<file path="src/rtl/load_store_sequencer_if.sv">
// Request, memory-stage and writeback signals of the load/store sequencer.
// The master modport is the execute/memory side; the slave modport is the sequencer.
interface load_store_sequencer_if;
    logic        req_valid;
    logic        req_load;
    logic        req_store;
    logic [1:0]  req_size;
    logic        req_signed;
    logic [31:0] req_addr;
    logic [31:0] req_wdata;

    logic [31:0] mem_addr;
    logic [31:0] mem_wdata;
    logic        mem_read;
    logic        mem_write;
    logic [1:0]  mem_by;
    logic [31:0] mem_rdata;

    logic        busy;
    logic        ld_valid;
    logic [31:0] ld_data;
    logic        err;

    modport master (
        output req_valid, req_load, req_store, req_size, req_signed, req_addr, req_wdata,
        output mem_rdata,
        input  mem_addr, mem_wdata, mem_read, mem_write, mem_by,
        input  busy, ld_valid, ld_data, err
    );

    modport slave (
        input  req_valid, req_load, req_store, req_size, req_signed, req_addr, req_wdata,
        input  mem_rdata,
        output mem_addr, mem_wdata, mem_read, mem_write, mem_by,
        output busy, ld_valid, ld_data, err
    );
endinterface

</file>
<file path="src/rtl/load_store_sequencer.sv">
// Load/store sequencer: issues aligned accesses in one cycle, splits misaligned
// half/word accesses into byte accesses under stall, and extends load data.
module load_store_sequencer #(
    parameter int MEM_DEPTH = 2048,
    parameter bit SPLIT_EN  = 1'b1
) (
    input  logic                  clk,
    input  logic                  rst,
    load_store_sequencer_if.slave bus
);

    typedef enum logic {IDLE, SPLIT} state_t;

    localparam logic [1:0] SZ_BYTE = 2'b01;
    localparam logic [1:0] SZ_HALF = 2'b10;
    localparam logic [1:0] SZ_WORD = 2'b11;

    function automatic logic [31:0] extend(input logic [31:0] d, input logic [1:0] sz,
                                           input logic sg);
        case (sz)
            SZ_BYTE: return {{24{sg & d[7]}}, d[7:0]};
            SZ_HALF: return {{16{sg & d[15]}}, d[15:0]};
            default: return d;
        endcase
    endfunction

    state_t      state, state_next;
    logic [1:0]  cnt;
    logic [31:0] l_addr;
    logic [31:0] l_wdata;
    logic [1:0]  l_size;
    logic        l_signed;
    logic        l_load;
    logic [31:0] asm_data;

    logic [2:0]  req_bytes;
    logic [32:0] req_last;
    logic        out_of_range;
    logic        misaligned;
    logic        reject;

    logic        err_set;
    logic        ld_set;
    logic [31:0] ld_value;
    logic        start_split;
    logic        split_last;
    logic [31:0] assembled;

    always_comb begin
        req_bytes = 3'd0;
        case (bus.req_size)
            SZ_BYTE: req_bytes = 3'd1;
            SZ_HALF: req_bytes = 3'd2;
            SZ_WORD: req_bytes = 3'd4;
            default: req_bytes = 3'd0;
        endcase
        // 33-bit end address so an access near 0xFFFFFFFF cannot wrap into range.
        req_last     = {1'b0, bus.req_addr} + {30'b0, req_bytes} - 33'd1;
        out_of_range = req_last >= 33'(MEM_DEPTH);
        misaligned   = ((bus.req_size == SZ_HALF) && bus.req_addr[0]) ||
                       ((bus.req_size == SZ_WORD) && (bus.req_addr[1:0] != 2'b00));
        reject       = (bus.req_load == bus.req_store) || (bus.req_size == 2'b00) ||
                       out_of_range || (misaligned && !SPLIT_EN);
    end

    // NOTE: every output gets a default before the case so no path leaves a latch.
    always_comb begin
        state_next    = state;
        bus.mem_addr  = 32'h0;
        bus.mem_wdata = 32'h0;
        bus.mem_read  = 1'b0;
        bus.mem_write = 1'b0;
        bus.mem_by    = 2'b00;
        bus.busy      = 1'b0;
        err_set       = 1'b0;
        ld_set        = 1'b0;
        ld_value      = 32'h0;
        start_split   = 1'b0;

        split_last = (cnt == ((l_size == SZ_WORD) ? 2'd3 : 2'd1));
        assembled  = asm_data;
        assembled[{cnt, 3'b000} +: 8] = bus.mem_rdata[7:0];
        if (l_size == SZ_HALF) assembled[31:16] = 16'h0;

        // Outputs are forced quiet while reset is held, even with a request pending.
        if (!rst) begin
            case (state)
                IDLE: begin
                    if (bus.req_valid) begin
                        if (reject) begin
                            err_set = 1'b1;
                        end else if (!misaligned) begin
                            bus.mem_addr  = bus.req_addr;
                            bus.mem_wdata = bus.req_wdata;
                            bus.mem_read  = bus.req_load;
                            bus.mem_write = bus.req_store;
                            bus.mem_by    = bus.req_size;
                            ld_set        = bus.req_load;
                            ld_value      = extend(bus.mem_rdata, bus.req_size, bus.req_signed);
                        end else begin
                            bus.mem_addr  = bus.req_addr;
                            bus.mem_wdata = {24'h0, bus.req_wdata[7:0]};
                            bus.mem_read  = bus.req_load;
                            bus.mem_write = bus.req_store;
                            bus.mem_by    = SZ_BYTE;
                            bus.busy      = 1'b1;
                            start_split   = 1'b1;
                            state_next    = SPLIT;
                        end
                    end
                end
                SPLIT: begin
                    bus.mem_addr  = l_addr + {30'b0, cnt};
                    bus.mem_wdata = {24'h0, l_wdata[{cnt, 3'b000} +: 8]};
                    bus.mem_read  = l_load;
                    bus.mem_write = !l_load;
                    bus.mem_by    = SZ_BYTE;
                    bus.busy      = !split_last;
                    if (split_last) begin
                        state_next = IDLE;
                        ld_set     = l_load;
                        ld_value   = extend(assembled, l_size, l_signed);
                    end
                end
            endcase
        end
    end

    // NOTE: sequential state uses non-blocking assignments so all registers see pre-edge values.
    always_ff @(posedge clk or posedge rst) begin
        if (rst) state <= IDLE;
        else     state <= state_next;
    end

    always_ff @(posedge clk or posedge rst) begin
        if (rst) begin
            cnt          <= 2'd0;
            l_addr       <= 32'h0;
            l_wdata      <= 32'h0;
            l_size       <= 2'b00;
            l_signed     <= 1'b0;
            l_load       <= 1'b0;
            asm_data     <= 32'h0;
            bus.ld_data  <= 32'h0;
            bus.ld_valid <= 1'b0;
            bus.err      <= 1'b0;
        end else begin
            bus.ld_valid <= ld_set;
            bus.err      <= err_set;
            if (ld_set) bus.ld_data <= ld_value;
            if (start_split) begin
                l_addr   <= bus.req_addr;
                l_wdata  <= bus.req_wdata;
                l_size   <= bus.req_size;
                l_signed <= bus.req_signed;
                l_load   <= bus.req_load;
                asm_data <= {24'h0, bus.mem_rdata[7:0]};
                cnt      <= 2'd1;
            end else if (state == SPLIT) begin
                if (split_last) begin
                    cnt <= 2'd0;
                end else begin
                    cnt <= cnt + 2'd1;
                    asm_data[{cnt, 3'b000} +: 8] <= bus.mem_rdata[7:0];
                end
            end
        end
    end

endmodule

</file>
<file path="src/flat_wrapper.sv">
// flat-port wrapper written by rule: the top's interface ports become plain ports
module load_store_sequencer_flat 
#(
    parameter int MEM_DEPTH = 2048,
    parameter bit SPLIT_EN  = 1'b1
)
  (clk, rst, bus_req_valid, bus_req_load, bus_req_store, bus_req_size, bus_req_signed, bus_req_addr, bus_req_wdata, bus_mem_rdata, bus_mem_addr, bus_mem_wdata, bus_mem_read, bus_mem_write, bus_mem_by, bus_busy, bus_ld_valid, bus_ld_data, bus_err);
  load_store_sequencer_if bus_i ();
  input  logic clk;
  input  logic rst;
  input wire logic [$bits(bus_i.req_valid)-1:0] bus_req_valid;
  input wire logic [$bits(bus_i.req_load)-1:0] bus_req_load;
  input wire logic [$bits(bus_i.req_store)-1:0] bus_req_store;
  input wire logic [$bits(bus_i.req_size)-1:0] bus_req_size;
  input wire logic [$bits(bus_i.req_signed)-1:0] bus_req_signed;
  input wire logic [$bits(bus_i.req_addr)-1:0] bus_req_addr;
  input wire logic [$bits(bus_i.req_wdata)-1:0] bus_req_wdata;
  input wire logic [$bits(bus_i.mem_rdata)-1:0] bus_mem_rdata;
  output wire logic [$bits(bus_i.mem_addr)-1:0] bus_mem_addr;
  output wire logic [$bits(bus_i.mem_wdata)-1:0] bus_mem_wdata;
  output wire logic [$bits(bus_i.mem_read)-1:0] bus_mem_read;
  output wire logic [$bits(bus_i.mem_write)-1:0] bus_mem_write;
  output wire logic [$bits(bus_i.mem_by)-1:0] bus_mem_by;
  output wire logic [$bits(bus_i.busy)-1:0] bus_busy;
  output wire logic [$bits(bus_i.ld_valid)-1:0] bus_ld_valid;
  output wire logic [$bits(bus_i.ld_data)-1:0] bus_ld_data;
  output wire logic [$bits(bus_i.err)-1:0] bus_err;
  assign bus_i.req_valid = bus_req_valid;
  assign bus_i.req_load = bus_req_load;
  assign bus_i.req_store = bus_req_store;
  assign bus_i.req_size = bus_req_size;
  assign bus_i.req_signed = bus_req_signed;
  assign bus_i.req_addr = bus_req_addr;
  assign bus_i.req_wdata = bus_req_wdata;
  assign bus_i.mem_rdata = bus_mem_rdata;
  assign bus_mem_addr = bus_i.mem_addr;
  assign bus_mem_wdata = bus_i.mem_wdata;
  assign bus_mem_read = bus_i.mem_read;
  assign bus_mem_write = bus_i.mem_write;
  assign bus_mem_by = bus_i.mem_by;
  assign bus_busy = bus_i.busy;
  assign bus_ld_valid = bus_i.ld_valid;
  assign bus_ld_data = bus_i.ld_data;
  assign bus_err = bus_i.err;
  load_store_sequencer #(.MEM_DEPTH(MEM_DEPTH), .SPLIT_EN(SPLIT_EN)) u_core (.clk(clk), .rst(rst), .bus(bus_i));
endmodule
</file>
<file path="config.mk">
export PLATFORM = sky130hd
export DESIGN_NAME = load_store_sequencer_flat
export DESIGN_NICKNAME = d
export VERILOG_FILES = /design/src/rtl/load_store_sequencer_if.sv /design/src/rtl/load_store_sequencer.sv /design/src/flat_wrapper.sv
export SDC_FILE = /design/constraint.sdc
export NUM_CORES = 1
export LEC_CHECK = 0
export ABC_CLOCK_PERIOD_IN_PS = 8150
export CAP_MARGIN = 0
export CORE_UTILIZATION = 25
export CTS_CLUSTER_SIZE = 40
export DETAILED_ROUTE_END_ITERATION = 8
export MAX_ROUTING_LAYER = met4
export PLACE_DENSITY = 0.52
export SLEW_MARGIN = 20
export SYNTH_ARGS = -nofsm -noshare
export SYNTH_HDL_FRONTEND = slang
export SYNTH_SLANG_ARGS = --single-unit
</file>
<file path="constraint.sdc">
create_clock -name clk -period 8.15 [get_ports clk]
set_clock_uncertainty 0.05 [all_clocks]
set_input_delay 2.0375 -clock clk [delete_from_list [all_inputs] [get_ports clk]]
set_output_delay 2.0375 -clock clk [all_outputs]
set_load 0.02 [all_outputs]
</file>
==> summary.txt, run 1 <==
Status
  – Status: finished clean

Yosys
  – Cell with the most instances after synthesis: dfrtp_1
  – FFs w/ async S/R, synth: 100.0%
  – Post-synth cell types: 78
  – Synth cell count leaders: dfrtp_1 (137), nand2_1 (133), a21oi_1 (122), o21ai_0 (95), nor2_1 (84)
  – Top FF cell, synth: dfrtp_1
  – Syn Nets: 1471
  – Synth area leaders: dfrtp_1 (31%), ha_1 (5.7%), a21oi_1 (5.6%)
  – Number of flops mapped to enable cells by yosys: 0
  – Synth warnings: 0
  – Seq/Total Area, Yosys: 31.37%
  – Leading area contributor after synthesis: dfrtp_1
  – Yosys top cell area share: 31.37%
  – Syn Std Cell Area: 10930 um2
  – Syn Area/Cell: 8.311 um2
  – Seq cells post-synth: 137
  – Cell count after synthesis: 1315

Die
  – Core area: 43080 um2
  – Die Height: 211.1 um
  – Area of the die: 44560 um2
  – Initial cell density of the core: 25.37%
  – Die width: 211.1 um
  – Ports: 207
  – FP Rows: 76

Clock tree
  – Clock latency on the worst-skew pair: 450 ps
  – Clock-pin slew on the worst setup and hold paths: 60 ps
  – Maximum clock path buffer count: 2
  – CTS Root Cell: clkbuf_16
  – CTS Buf Count: 17
  – CTS tree: done
  – CTS sink cnt: 137
  – H-tree depth: 4

GRT
  – Number of global-route vias before repair: 11010
  – Met3 usage: 3.256%
  – Total global-route track usage: 18.72%
  – Met1 Use GR: 24.01%
  – Busiest layer in global routing: met2
  – Global-route wire length before repair: 62770 um
  – GR Util met2: 30.05%
  – Initial antenna violation count: 1
  – Grt ovf: 0
  – Largest net degree at the start of global routing: 75

Timing
  – Fin Setup TNS: 0 ps
  – Final worst setup slack: 158.4 ps
  – Endpoints failing setup: 0
  – Final period util: 98.06%
  – Measured slew at the worst slew-check pin: 1048 ps
  – Final hold vios: 0
  – Rel. slew slack: 30.15%
  – Worst hold slack: 431.0 ps
  – Tmin final: 7992 ps
  – Fmax: 125.1 MHz
  – Final Max Tran Viols: 0

Final layout
  – Sequential Area: 3430 um2
  – Area grow syn2layout: 40.63%
  – Multi-input logic area: 6928 um2
  – Nets: 1771
  – Layout fillers: 4491
  – Layout cell share with drive strength beyond 1: 23.89%

Flow run
  – Max_cap viols: 0

Drt
  – DR vias/cell: 4.963
  – Wire per inst: 18.28 um
  – 1st-iter DRT viols: 672
  – Drt total wl: 40480 um
  – TritonRoute pass-1 iters: 5
  – Via count: 10990
  – Routed Antenna Nets: 0
  – # DRC: 0

Worst setup path
  – Sum of buffers and inverters on the critical path: 7
  – Crit-path cells: buf_6 -> buf_6 -> ha_1 -> inv_2 -> ha_4 -> buf_4 -> fa_2 -> nor2b_4 -> o31a_4 -> o21ai_4 -> o221ai_2 -> mux2i_1 -> or4b_4 -> nor4_4 -> and3_4 -> buf_12 -> clkbuf_16 -> nand4_1 -> a21oi_1 -> buf_2
  – Slowest Stage Delay on Critical Path: 510 ps
  – CP max FO: 7
  – CP Capture Type: output pin
  – Slowest cell on the critical path: or4b_4
  – Critical path's top delay family: simple AND/OR/NAND/NOR gates
  – WP data required: 6060 ps
  – Top cell by count, worst path: buf_6
  – CP Launch Type: primary input
  – Setup CP Type: primary input to output pin
  – Worst Path Arrival: 5900 ps

Place
  – I/O Buffers: 206
  – Post-DP HPWL: 29280 um
  – Post-Place Worst Slack: -904.6 ps
  – GPL Wtd Cong: 0.9229

Power
  – Power density cells: 124.6 nW/um2
  – VDD IR max: 0.1115 mV
  – Pleak: 0.006603 uW

Min path
  – Hold crit path type: register to register
cell type report:
class	count	area share [%]
Multi-Input combinational cell	1004	45.07
Timing Repair Buffer	382	22.20
Tap cell	585	4.762
Clock inverter	11	0.7082
Inverter	73	1.848
Antenna cell	2	0.03256
Clock buffer	21	3.061
Sequential cell	137	22.31
through the flow:
step / area (um2) / power (uW) / instances / util (%)
after detailed placement: 14410 / 1116 / 2149 / 33.45
after floorplan: 10930 / 907.8 / 1315 / -
after global routing: 15370 / 2001 / 2214 / 35.67
after global placement: 14410 / 1117 / 2149 / 33.45
final: 15370 / 1915 / 2215 / 35.68
after CTS: 15150 / 1929 / 2206 / 35.17
sequential cells by signal, indices dropped and copies added (netlist names):
| register | count |
|---|---|
| u_core.bus.ld_valid | 1 |
| u_core.bus.ld_data | 32 |
| u_core.l_signed | 1 |
| u_core.l_load | 1 |
| u_core.asm_data | 32 |
| u_core.state | 1 |
| u_core.bus.err | 1 |
| u_core.l_size | 2 |
| u_core.l_addr | 32 |
| u_core.cnt | 2 |
| u_core.l_wdata | 32 |
power by group:
group	total [uW]	internal, uW	leakage (uW)	switching [uW]
Combinational	445	207	0.00452	238
Clock	787	448	0.000274	339
Sequential	683	682	0.00181	1.03
worst paths after layout:
kind / startpoint / cells after the start / endpoint / slack, ps
min reg2reg: u_core.l_wdata[31]$_DFFE_PP0P_ / 1 / u_core.l_wdata[31]$_DFFE_PP0P_ / 430
min in group asynchronous: rst / 3 / u_core.l_wdata[6]$_DFFE_PP0P_ / 2100
max in group asynchronous: rst / 4 / u_core.bus.ld_data[19]$_DFFE_PP0P_ / 4600
min: u_core.l_wdata[31]$_DFFE_PP0P_ / 1 / u_core.l_wdata[31]$_DFFE_PP0P_ / 430
max reg2reg: u_core.state$_DFFE_PP0N_ / 8 / u_core.l_wdata[30]$_DFFE_PP0P_ / 4400
max: bus_req_size[0] / 20 / bus_mem_addr[5] / 160
layer usage:
metal / vias up / share of wire [%] / wire length (um)
li1: 5351 / - / -
met1: 5352 / 46 / 18680
met2: 254 / 48 / 19330
met3: 35 / 4.5 / 1804
met4: 0 / 1.6 / 661
met5: - / 0 / 0
worst register-to-register path: cells and delay by family, from the launching register on:
kind	cells	cell delay [ps]
simple gates	5	1450
buf+inv	2	940
flops	1	780
mux	1	410
logic make-up after synthesis:
logic type / after synthesis / share of synthesized area [%]
xor gates and xnor gates: 51 / 4.087
buffers and inverters: 174 / 6.857
DFF: 137 / 31.37
adders and majority gates: 52 / 6.090
AOI/OAI and AO/OA: 374 / 20.89
and+or+nand+nor: 457 / 21.69
muxes: 70 / 9.010
cell usage in the layout (no fill, tap or decap), drive strengths merged, types with 9 or more instances in the layout:
| cell type | Yosys | routed |
|---|---|---|
| a22oi | 25 | 25 |
| clkdlybuf4s50 | 0 | 131 |
| inv | 73 | 78 |
| mux2i | 17 | 17 |
| nand4 | 74 | 74 |
| and3 | 11 | 11 |
| and2 | 33 | 33 |
| ha | 50 | 50 |
| nand3 | 27 | 27 |
| xnor2 | 35 | 35 |
| dfrtp | 137 | 137 |
| xor2 | 16 | 16 |
| nand2b | 24 | 24 |
| a211oi | 13 | 13 |
| mux2 | 45 | 45 |
| clkdlybuf4s15 | 0 | 26 |
| a21o | 9 | 9 |
| clkbuf | 48 | 22 |
| a21oi | 123 | 123 |
| buf | 53 | 220 |
| nor2b | 12 | 12 |
| nor4 | 9 | 9 |
| o21ai | 104 | 104 |
| or3 | 12 | 12 |
| nor2 | 85 | 85 |
| a31oi | 43 | 43 |
| nor3 | 15 | 15 |
| nand2 | 133 | 133 |
repair_timing:
action,4_1_cts,5_1_grt
cloned,2,1
buffers inserted,23,6
pin swaps,7,14
resized for setup,268,46
hold buffers,0,0
setup endpoints to repair,69,125
(Power assumes the default switching activity.)
==> run 2: changes to the inputs <==
--- a/config.mk
+++ b/config.mk
@@ -5,14 +5,14 @@
 export SDC_FILE = /design/constraint.sdc
 export NUM_CORES = 1
 export LEC_CHECK = 0
-export ABC_CLOCK_PERIOD_IN_PS = 8150
+export ABC_CLOCK_PERIOD_IN_PS = 9300
 export CAP_MARGIN = 0
 export CORE_UTILIZATION = 25
 export CTS_CLUSTER_SIZE = 40
 export DETAILED_ROUTE_END_ITERATION = 8
 export MAX_ROUTING_LAYER = met4
 export PLACE_DENSITY = 0.52
-export SLEW_MARGIN = 20
+export REMOVE_ABC_BUFFERS = 1
 export SYNTH_ARGS = -nofsm -noshare
 export SYNTH_HDL_FRONTEND = slang
 export SYNTH_SLANG_ARGS = --single-unit
==> constraint.sdc (replaced) <==
create_clock -name clk -period 9.3 [get_ports clk]
set_clock_uncertainty 0.05 [all_clocks]
set_input_delay 2.325 -clock clk [delete_from_list [all_inputs] [get_ports clk]]
set_output_delay 2.325 -clock clk [all_outputs]
set_load 0.02 [all_outputs]
==> summary.txt, run 2 (synthesis gave the netlist of run 1 again) <==
Final layout
  – Post-route cell area: 14180 um2 (-7.7%)
  – Most common cell after layout, fill and taps aside: dfrtp_1
  – Layout fillers: 4642 (+3.4%)
  – Util after Layout: 32.93% (-2.8 points)
  – Layout cell share with drive strength beyond 1: 14.73% (-9.2 points)
  – Area grow syn2layout: 29.79%
  – Commonest non-fill, non-tap cells in the layout: dfrtp_1 (136), clkdlybuf4s50_1 (135), nand2_1 (133)
  – Nets: 1664 (-6.0%)
  – Antenna diodes: 0 (-2)

Worst setup path
  – Setup CP Type: primary input to output pin
  – CP Capture Type: output pin
  – CP max FO: 24 (+17)
  – WP data required: 6930 ps (+870 ps)
  – CP Launch Type: primary input
  – R2r endpoint: u_core.bus.ld_data[8]$_DFFE_PP0P_
  – Cells on worst reg2reg path: 12 (+4)
  – Worst Path Arrival: 6650 ps (+750 ps)
  – RR Startpoint: u_core.cnt[0]$_DFFE_PP0P_
  – R2R Setup Slk: 5750 ps (+1350 ps)

Place
  – Post-Place Worst Slack: -271.4 ps (+633.2 ps)
  – Post-DP HPWL: 30100 um (+2.8%)
  – GPL Wtd Cong: 0.9229 (unchanged)
  – I/O Buffers: 206 (unchanged)
  – Cell Area, Placed: 13830 um2 (-4.0%)

Die
  – Die width: 211.1 um (unchanged)
  – Area of the die: 44560 um2 (unchanged)
  – Ports: 207 (unchanged)
  – Initial cell density of the core: 25.37% (unchanged)
  – FP Rows: 76 (unchanged)
  – Core area: 43080 um2 (unchanged)
  – Die Height: 211.1 um (unchanged)

Drt
  – Drt total wl: 39810 um (-1.7%)
  – Wire per inst: 18.90 um (+3.4%)
  – TritonRoute pass-1 iters: 5 (unchanged)
  – Routed Antenna Nets: 0 (unchanged)
  – DR vias/cell: 4.997 (+0.69%)
  – 1st-iter DRT viols: 619 (-7.9%)
  – Via count: 10520 (-4.3%)
  – # DRC: 0 (unchanged)

GRT
  – Total global-route track usage: 18.68% (-0.046 points)
  – Number of global-route vias before repair: 10900 (-0.94%)
  – Global-route wire length before repair: 63060 um (+0.46%)
  – Grt ovf: 0 (unchanged)
  – Largest net degree at the start of global routing: 60 (-20%)
  – Initial antenna violation count: 0 (-1)

Clock tree
  – Clock latency on the worst-skew pair: 420 ps (-30 ps)
  – Clock-pin slew on the worst setup and hold paths: 60 ps (about the same)
  – CTS Root Cell: clkbuf_16
  – CTS tree: done
  – CTS Buf Count: 17 (unchanged)
  – CTS sink cnt: 137 (unchanged)
  – Maximum clock path buffer count: 2 (unchanged)
  – H-tree depth: 4 (unchanged)

Timing
  – Tmin final: 9027 ps
  – Endpoints failing setup: 0 (unchanged)
  – Final worst setup slack: 273.2 ps (+114.7 ps)
  – Measured slew at the worst slew-check pin: 1139 ps (+91.27 ps)
  – Worst hold slack: 441.6 ps (+10.60 ps)
  – Fmax: 110.8 MHz
  – Rel. slew slack: 23.36% (-6.8 points)
  – RSZ-0062 raised after global routing: no
  – Final period util: 97.06%
  – Final hold vios: 0 (unchanged)
  – Final Max Tran Viols: 0 (unchanged)

Min path
  – Hold_sp: u_core.l_wdata[31]$_DFFE_PP0P_
  – Hold Crit Depth: 1 (unchanged)
  – Worst hold endpoint: u_core.l_wdata[31]$_DFFE_PP0P_
  – Hold crit path type: register to register

Power
  – Pleak: 0.006092 uW (-7.7%)
  – VDD IR max: 0.1200 mV (+7.6%)
  – Power density cells: 112.8 nW/um2 (-9.5%)

Flow run
  – Max_cap viols: 0 (unchanged)

Status
  – Status: finished clean
[run 2: worst max-delay path: stages]
cell and delay [ps]:
clkdlybuf4s50_1 480, inv_1 60, ha_1 190, inv_1 60
ha_1 220, inv_1 60, ha_1 160, inv_1 50
fa_1 430, nor2b_4 150, o31a_4 160, o21ai_1 90
buf_4 150, a21oi_1 170, nor3b_1 90, or4b_1 560
nor4_4 200, and3_2 280, buf_12 180, nand4_1 110
a21oi_1 170, clkdlybuf4s15_1 320
[run 2: metrics by stage]
stage	TNS (ps)	total power [uW]	cells
final	0	1600	2106
after global routing	0	1679	2106
after CTS	0	1620	2106
after detailed placement	-13310	945.4	2074
after global placement	-11310	947.8	2074
after floorplan	0	786.8	1214
[run 2: where the power goes]
group          internal (uW)  switching (uW)
combinational            144             199
clock                    371             287
sequential               598           0.894
[run 2: final cells by class]
| type | count | area, um2 | area share (%) |
|---|---|---|---|
| clock buffer | 20 | 436.7 | 3.078 |
| inverter | 73 | 279.0 | 1.967 |
| tap | 585 | 732.0 | 5.160 |
| sequential | 137 | 3430 | 24.18 |
| timing repair buffer | 275 | 2381 | 16.79 |
| clock inverter | 12 | 116.4 | 0.8203 |
| multi-input combinational | 1004 | 6810 | 48.01 |
[run 2: how the worst max path moves through the flow]
stage | startpoint | end | slack (ps) | cells after the start
6_report | bus_req_size[0] | bus_mem_addr[6] | 270 | 22
5_1_grt | bus_req_size[0] | bus_mem_wdata[26] | 6 | 19
4_1_cts | bus_req_size[1] | bus_mem_addr[22] | 0.7 | 20
3_5_place_dp | bus_req_size[1] | bus_mem_addr[0] | -270 | 20
3_3_place_gp | bus_req_size[1] | bus_mem_addr[0] | -240 | 21
2_1_floorplan | bus_req_size[0] | bus_mem_by[0] | 30 | 18
[run 2: layer usage]
layer / vias up / GRT usage, % / wire length, um
li1: 5133 / - / -
met1: 5143 / 23.70 / 18410
met2: 211 / 31.45 / 19440
met3: 36 / 2.379 / 1224
met4: 0 / 4.398 / 741
met5: - / - / 0
[run 2: timing repair]
action                                  in CTS  in global routing
gates resized for setup                     73                 94
hold buffers                                 0                  0
pin swaps                                    1                  0
endpoints found under the setup margin      69                 69
buffers inserted                             0                  0
==> run 3: changes to the inputs <==
--- a/config.mk
+++ b/config.mk
@@ -8,7 +8,8 @@
 export ABC_CLOCK_PERIOD_IN_PS = 9300
 export CAP_MARGIN = 0
 export CORE_UTILIZATION = 25
-export CTS_CLUSTER_SIZE = 40
+export CTS_BUF_LIST = sky130_fd_sc_hd__clkbuf_4 sky130_fd_sc_hd__clkbuf_8
+export CTS_CLUSTER_SIZE = 25
 export DETAILED_ROUTE_END_ITERATION = 8
 export MAX_ROUTING_LAYER = met4
 export PLACE_DENSITY = 0.52
@@ -16,3 +17,4 @@
 export SYNTH_ARGS = -nofsm -noshare
 export SYNTH_HDL_FRONTEND = slang
 export SYNTH_SLANG_ARGS = --single-unit
+export TNS_END_PERCENT = 50
==> summary.txt, run 3 (synthesis gave the netlist of run 1 again) <==
Timing
  – Measured slew at the worst slew-check pin: 1338 ps (+198.9 ps)
  – RSZ-0062 raised after global routing: no
  – Fmax: 110.8 MHz (about the same)
  – Final period util: 97.08% (about the same)
  – Rel. slew slack: 9.983% (-13 points)
  – Final hold vios: 0 (unchanged)
  – Fin Setup TNS: 0 ps (unchanged)
  – Final Max Tran Viols: 0 (unchanged)
  – Worst hold slack: 446.8 ps (+5.135 ps)
  – Endpoints failing setup: 0 (unchanged)
  – Tmin final: 9028 ps (+1.608 ps)

Clock tree
  – Clock latency on the worst-skew pair: 450 ps (+30 ps)
  – H-tree depth: 4 (unchanged)
  – CTS Buf Count: 17 (unchanged)
  – CTS sink cnt: 137 (unchanged)
  – CTS tree: done
  – Maximum clock path buffer count: 2 (unchanged)
  – CTS Root Cell: clkbuf_8
  – Postcts setup bufs: 0 (unchanged)
  – Clock-pin slew on the worst setup and hold paths: 80 ps (+20 ps)

Power
  – VDD IR max: 0.07662 mV (-36%)
  – Part of the power in registers: 41.8% (+4.4 points)
  – Sw frac: 32.60% (+2.2 points)
  – Clock network fraction of design power: 34.2% (-7.0 points)
  – Power density cells: 102.2 nW/um2 (-9.4%)
  – Switching power: 466.6 uW (-4.2%)
  – Pleak: 0.006015 uW (-1.3%)
  – P_int: 964.6 uW (-13%)
  – Combinational Power Share: 24.0% (+2.6 points)

Die
  – Die Height: 211.1 um (unchanged)
  – Initial cell density of the core: 25.37% (unchanged)
  – Core area: 43080 um2 (unchanged)
  – FP Rows: 76 (unchanged)
  – Area of the die: 44560 um2 (unchanged)
  – Die width: 211.1 um (unchanged)
  – Ports: 207 (unchanged)

Final layout
  – Nets: 1664 (unchanged)
  – Layout cell share with drive strength beyond 1: 14.92% (+0.20 points)
  – Area grow syn2layout: 28.16%
  – Most common cell after layout, fill and taps aside: dfrtp_1
  – Commonest non-fill, non-tap cells in the layout: dfrtp_1 (136), clkdlybuf4s50_1 (135), nand2_1 (133)
  – Layout fillers: 4638 (-0.086%)

Drt
  – Routed Antenna Nets: 0 (unchanged)
  – Drt total wl: 39830 um (about the same)
  – DR vias/cell: 5.031 (+0.68%)
  – # DRC: 0 (unchanged)
  – 1st-iter DRT viols: 625 (+0.97%)
  – Wire per inst: 18.91 um (about the same)
  – Via count: 10600 (+0.73%)
  – TritonRoute pass-1 iters: 5 (unchanged)

GRT
  – Global-route wire length before repair: 62850 um (-0.33%)
  – Initial antenna violation count: 0 (unchanged)
  – Grt ovf: 0 (unchanged)
  – Largest net degree at the start of global routing: 60 (unchanged)
  – Total global-route track usage: 18.69% (about the same)
  – Number of global-route vias before repair: 10920 (+0.20%)

Worst setup path
  – CP Launch Type: primary input
  – CP Capture Type: output pin
  – Setup CP Type: primary input to output pin
  – CP max FO: 24 (unchanged)
  – WP data required: 6930 ps (about the same)
  – Worst Path Arrival: 6650 ps (about the same)

Place
  – Post-DP HPWL: 30100 um (unchanged)
  – I/O Buffers: 206 (unchanged)
  – GPL Wtd Cong: 0.9229 (unchanged)

Min path
  – Hold crit path type: register to register

Flow run
  – Max_cap viols: 0 (unchanged)

Status
  – Status: finished clean
run 3: cell types whose count changed in the layout (fill, tap and decap cells not counted):
cell       change
clkbuf_16     -17
clkbuf_8      +17
diode_2        +1
clkbuf_4       +3
clkbuf_1       -3
run 3: final timing paths:
check / startpoint / to / slack, ps / cells after the start
max: bus_req_size[0] / bus_mem_addr[6] / 270 / 22
min: u_core.l_wdata[31]$_DFFE_PP0P_ / u_core.l_wdata[31]$_DFFE_PP0P_ / 450 / 1
max reg2reg: u_core.cnt[0]$_DFFE_PP0P_ / u_core.bus.ld_data[8]$_DFFE_PP0P_ / 5720 / 12
min reg2reg: u_core.l_wdata[31]$_DFFE_PP0P_ / u_core.l_wdata[31]$_DFFE_PP0P_ / 450 / 1
max in group asynchronous: rst / u_core.state$_DFFE_PP0N_ / 5260 / 5
min in group asynchronous: rst / u_core.l_wdata[5]$_DFFE_PP0P_ / 2230 / 3
run 3: worst max-delay path, cell delays in order:
cell and delay [ps]:
clkdlybuf4s50_1 480, inv_1 60, ha_1 190, inv_1 60, ha_1 220, inv_1 60
ha_1 160, inv_1 50, fa_1 430, nor2b_4 150, o31a_4 150, o21ai_1 90
buf_4 150, a21oi_1 170, nor3b_1 90, or4b_1 560, nor4_4 200, and3_2 280
buf_12 190, nand4_1 110, a21oi_1 160, clkdlybuf4s15_1 320
run 3: per-layer routing:
layer  part of all wire, %  GRT usage [%]
met1                    46          23.43
met2                    47          30.51
met3                   3.8          2.825
met4                   3.0          6.522
met5                     0              -
run 3: stage by stage:
stage	instance area (um2)	setup WS (ps)	utilization [%]	cells	total power (uW)
after global routing	14000	4.207	32.51	2106	1509
after global placement	13830	-240.3	32.11	2074	947.8
final	14010	271.6	32.52	2107	1431
after CTS	14130	10.87	32.80	2106	1449
after floorplan	10450	29.47	-	1214	786.8
after detailed placement	13830	-271.4	32.11	2074	945.4
run 3: power groups by stage:
stage	logic (uW)	clock network [uW]	registers, uW
detailed placement	336	0	610
floorplan	177	0	610
CTS	339	512	598
finish	343	490	598
global route	375	536	598
global placement	338	0	610
run 3: final cells by class:
| cell class | instances | area (um2) | area share [%] |
|---|---|---|---|
| flip-flops and latches | 137 | 3430 | 24.48 |
| inverters | 73 | 279.0 | 1.992 |
| multi-input cells | 1004 | 6810 | 48.62 |
| diodes | 1 | 2.502 | 0.01787 |
| repair buffers | 275 | 2381 | 17.00 |
| clock inverters | 12 | 116.4 | 0.8307 |
| well taps | 585 | 732.0 | 5.226 |
| clock buffers | 20 | 256.5 | 1.831 |
run 3: what timing repair did:
action                     4_1_cts  5_1_grt
hold buffers                     0        0
resized for setup               75       92
pin swaps                        1        0
hold endpoints to repair         0        0
setup endpoints to repair       69       69
==> variant (flow settings as in run 1) <==
`SPLIT_EN` is set to 1'b1 in 2 places; all go to 1'b0.
--- a/src/rtl/load_store_sequencer.sv
+++ b/src/rtl/load_store_sequencer.sv
@@ -2,7 +2,7 @@
 // half/word accesses into byte accesses under stall, and extends load data.
 module load_store_sequencer #(
     parameter int MEM_DEPTH = 2048,
-    parameter bit SPLIT_EN  = 1'b1
+    parameter bit SPLIT_EN  = 1'b0
 ) (
     input  logic                  clk,
     input  logic                  rst,
--- a/src/flat_wrapper.sv
+++ b/src/flat_wrapper.sv
@@ -2,7 +2,7 @@
 module load_store_sequencer_flat 
 #(
     parameter int MEM_DEPTH = 2048,
-    parameter bit SPLIT_EN  = 1'b1
+    parameter bit SPLIT_EN  = 1'b0
 )
   (clk, rst, bus_req_valid, bus_req_load, bus_req_store, bus_req_size, bus_req_signed, bus_req_addr, bus_req_wdata, bus_mem_rdata, bus_mem_addr, bus_mem_wdata, bus_mem_read, bus_mem_write, bus_mem_by, bus_busy, bus_ld_valid, bus_ld_data, bus_err);
   load_store_sequencer_if bus_i ();
Behaviour: not the same (Yosys sat finds a counterexample within 4 cycles, from zero or initial values and one cycle with rst high).
==> variant against run 1 <==
Final cell count is 14% lower; non-clock buffer count is 20 lower; sequential cell count stayed put; fmax is 0.28% lower; routed wire length is 19% lower; register-to-register slack better by 0.30 ns; power is 13% higher; area after synthesis is 13% lower; final area is 11% lower; synthesized cell count is 14% lower; worst setup slack worse by 0.023 ns; largest power group unchanged; highest routed layer unchanged.
==> variant: results (changes against run 1) <==
antenna_found_initial: 0  # was 1
firstDrtPassIters: 4  # was 5
top_layer_used: "met4"  # unchanged
slowest_stage: "clkdlybuf4s50_1"  # was or4b_4
slowest_delay_ns: 0.56  # was 0.51 ns
grtUsageMet3_pct: 3.193  # was 3.256%
synthArstFlopShare_pct: 100.0  # unchanged
use_met2_pct: 26.72  # was 30.05%
grt_max_degree: 64  # was 75
grt_pass1_vias: 8680  # was 11010
place_hpwl_mm: 23.75  # was 29.28 mm
hold_class: "reg2reg"  # unchanged
drive_gt1_share_pct: 23.05  # was 23.89%
fin_nets: 1533  # was 1771
seq_area_frac_synth_pct: 35.94  # was 31.37%
yosys-top-cells-area: "dfrtp_1, ha_1, nand2_1, a22o_1, inv_1"  # was dfrtp_1, ha_1, a21oi_1, mux2_4, nand2_1
cts_tree: "done"  # unchanged
place_ws_ns: -0.7949  # was -0.9046 ns
cts-htree-levels: 4  # unchanged
synth.top_cells.by_count: "dfrtp_1, nand2_1, inv_1, clkbuf_1, a21oi_1"  # was dfrtp_1, nand2_1, a21oi_1, o21ai_0, nor2_1
viasPerCell: 4.616  # was 4.963
io_buffers: 206  # unchanged
fill_cells: 3881  # was 4491
clock-root-buffer: "clkbuf_16"  # unchanged
critical_path.max_fanout: 9  # was 7
drt_wl_total_mm: 32.72  # was 40.48 mm
drt-met1-wl_mm: 15.50  # was 18.68 mm
overflow: 0  # unchanged
antenna_cells: 0  # was 2
placed_area_sq_um: 12770  # was 14410 sq um
cpLargestDelayFamily: "buffers and inverters"  # was simple AND/OR/NAND/NOR gates
first_iter_violations: 420  # was 672
timing.max_slew.rel_slack_pct: 35.30  # was 30.15%
clock_latency_ns: 0.44
synth_cell_type_count: 69  # was 78
syn_nets: 1281  # was 1471
min_path_cells: 0  # was 1
run_status: "finished, final reports clean"  # unchanged
track_usage_pct: 17.01  # was 18.72%
wl_met2_mm: 15.40  # was 19.33 mm
place_congestion: 0.8889  # was 0.9229
fmax_ghz: 0.1248  # was 0.1251 GHz
clk_pin_slew_ns: 0.06  # about the same
postSynthCellCount: 1125  # was 1315
r2r_slack_ns: 4.70  # was 4.40 ns
cts_buffers: 17  # unchanged
grtUsageMet1_pct: 22.43  # was 24.01%
arrival_ns: 5.93  # was 5.90 ns
clk_path_buf_depth: 2  # unchanged
rr_worst_depth: 14  # was 8
seqCellArea_sq_um: 3428  # was 3430 sq um
dpl.cell_count: 1846  # was 2149
max-vdd-ir-drop_mv: 0.1455  # was 0.1115 mV
whs_ns: 0.3202  # was 0.4310 ns
p_leak_nw: 6.437  # was 6.603 nW
wl_met3_mm: 1.285  # was 1.804 mm
grt_pass1_wl_mm: 49.13  # was 62.77 mm
wl_per_cell_um: 17.23  # was 18.28 um
synth_flop_cell: "dfrtp_1"  # unchanged
==> variant: cell count changes after synthesis, sizes merged, moves of 37 or more <==
cell / change
clkbuf: +53
a21oi: -52
a22o: +49
mux2: -37
nand4: -58
nor2: -49
==> variant: timing repair <==
action,4_1_cts,5_1_grt
gates cloned,3,5
endpoints found under the setup margin,68,67
buffers inserted,7,8
pin swaps,8,19
hold buffers,0,0
endpoints found under the hold margin,0,0
resized for setup,243,89
==> variant: final timing paths <==
path                                                start                            endpoint
max in group asynchronous                             rst     u_core.asm_data[19]$_DFFE_PP0P_
min in group asynchronous                             rst           u_core.l_load$_DFFE_PP0P_
max                                       bus_req_addr[9]                   bus_mem_wdata[23]
max reg2reg                     u_core.cnt[1]$_DFFE_PP0P_  u_core.bus.ld_data[30]$_DFFE_PP0P_
min                        u_core.l_wdata[23]$_DFFE_PP0P_      u_core.l_wdata[23]$_DFFE_PP0P_
min reg2reg                u_core.l_wdata[23]$_DFFE_PP0P_      u_core.l_wdata[23]$_DFFE_PP0P_
==> variant: logic make-up after synthesis <==
kind of cell | share of synthesized area [%]
DFF | 35.94
adders and majority gates | 6.978
muxes | 5.863
xor gates and xnor gates | 4.682
and+or+nand+nor | 16.66
AOI/OAI and AO/OA | 20.13
buffers and inverters | 9.746
==> variant: area by class of cell <==
cell class,count,share of cell area (%)
Sequential cell,137,25.03
Multi-Input combinational cell,754,39.42
Clock inverter,9,1.005
Inverter,105,2.941
Timing Repair Buffer,362,23.50
Tap cell,511,4.668
Clock buffer,21,3.434
==> variant: where the power goes <==
group / switching (W) / internal (W)
Clock: 0.000322 / 0.000505
Sequential: 0.0000224 / 0.000716
Combinational: 0.000315 / 0.000283
Total: 0.000659 / 0.00150
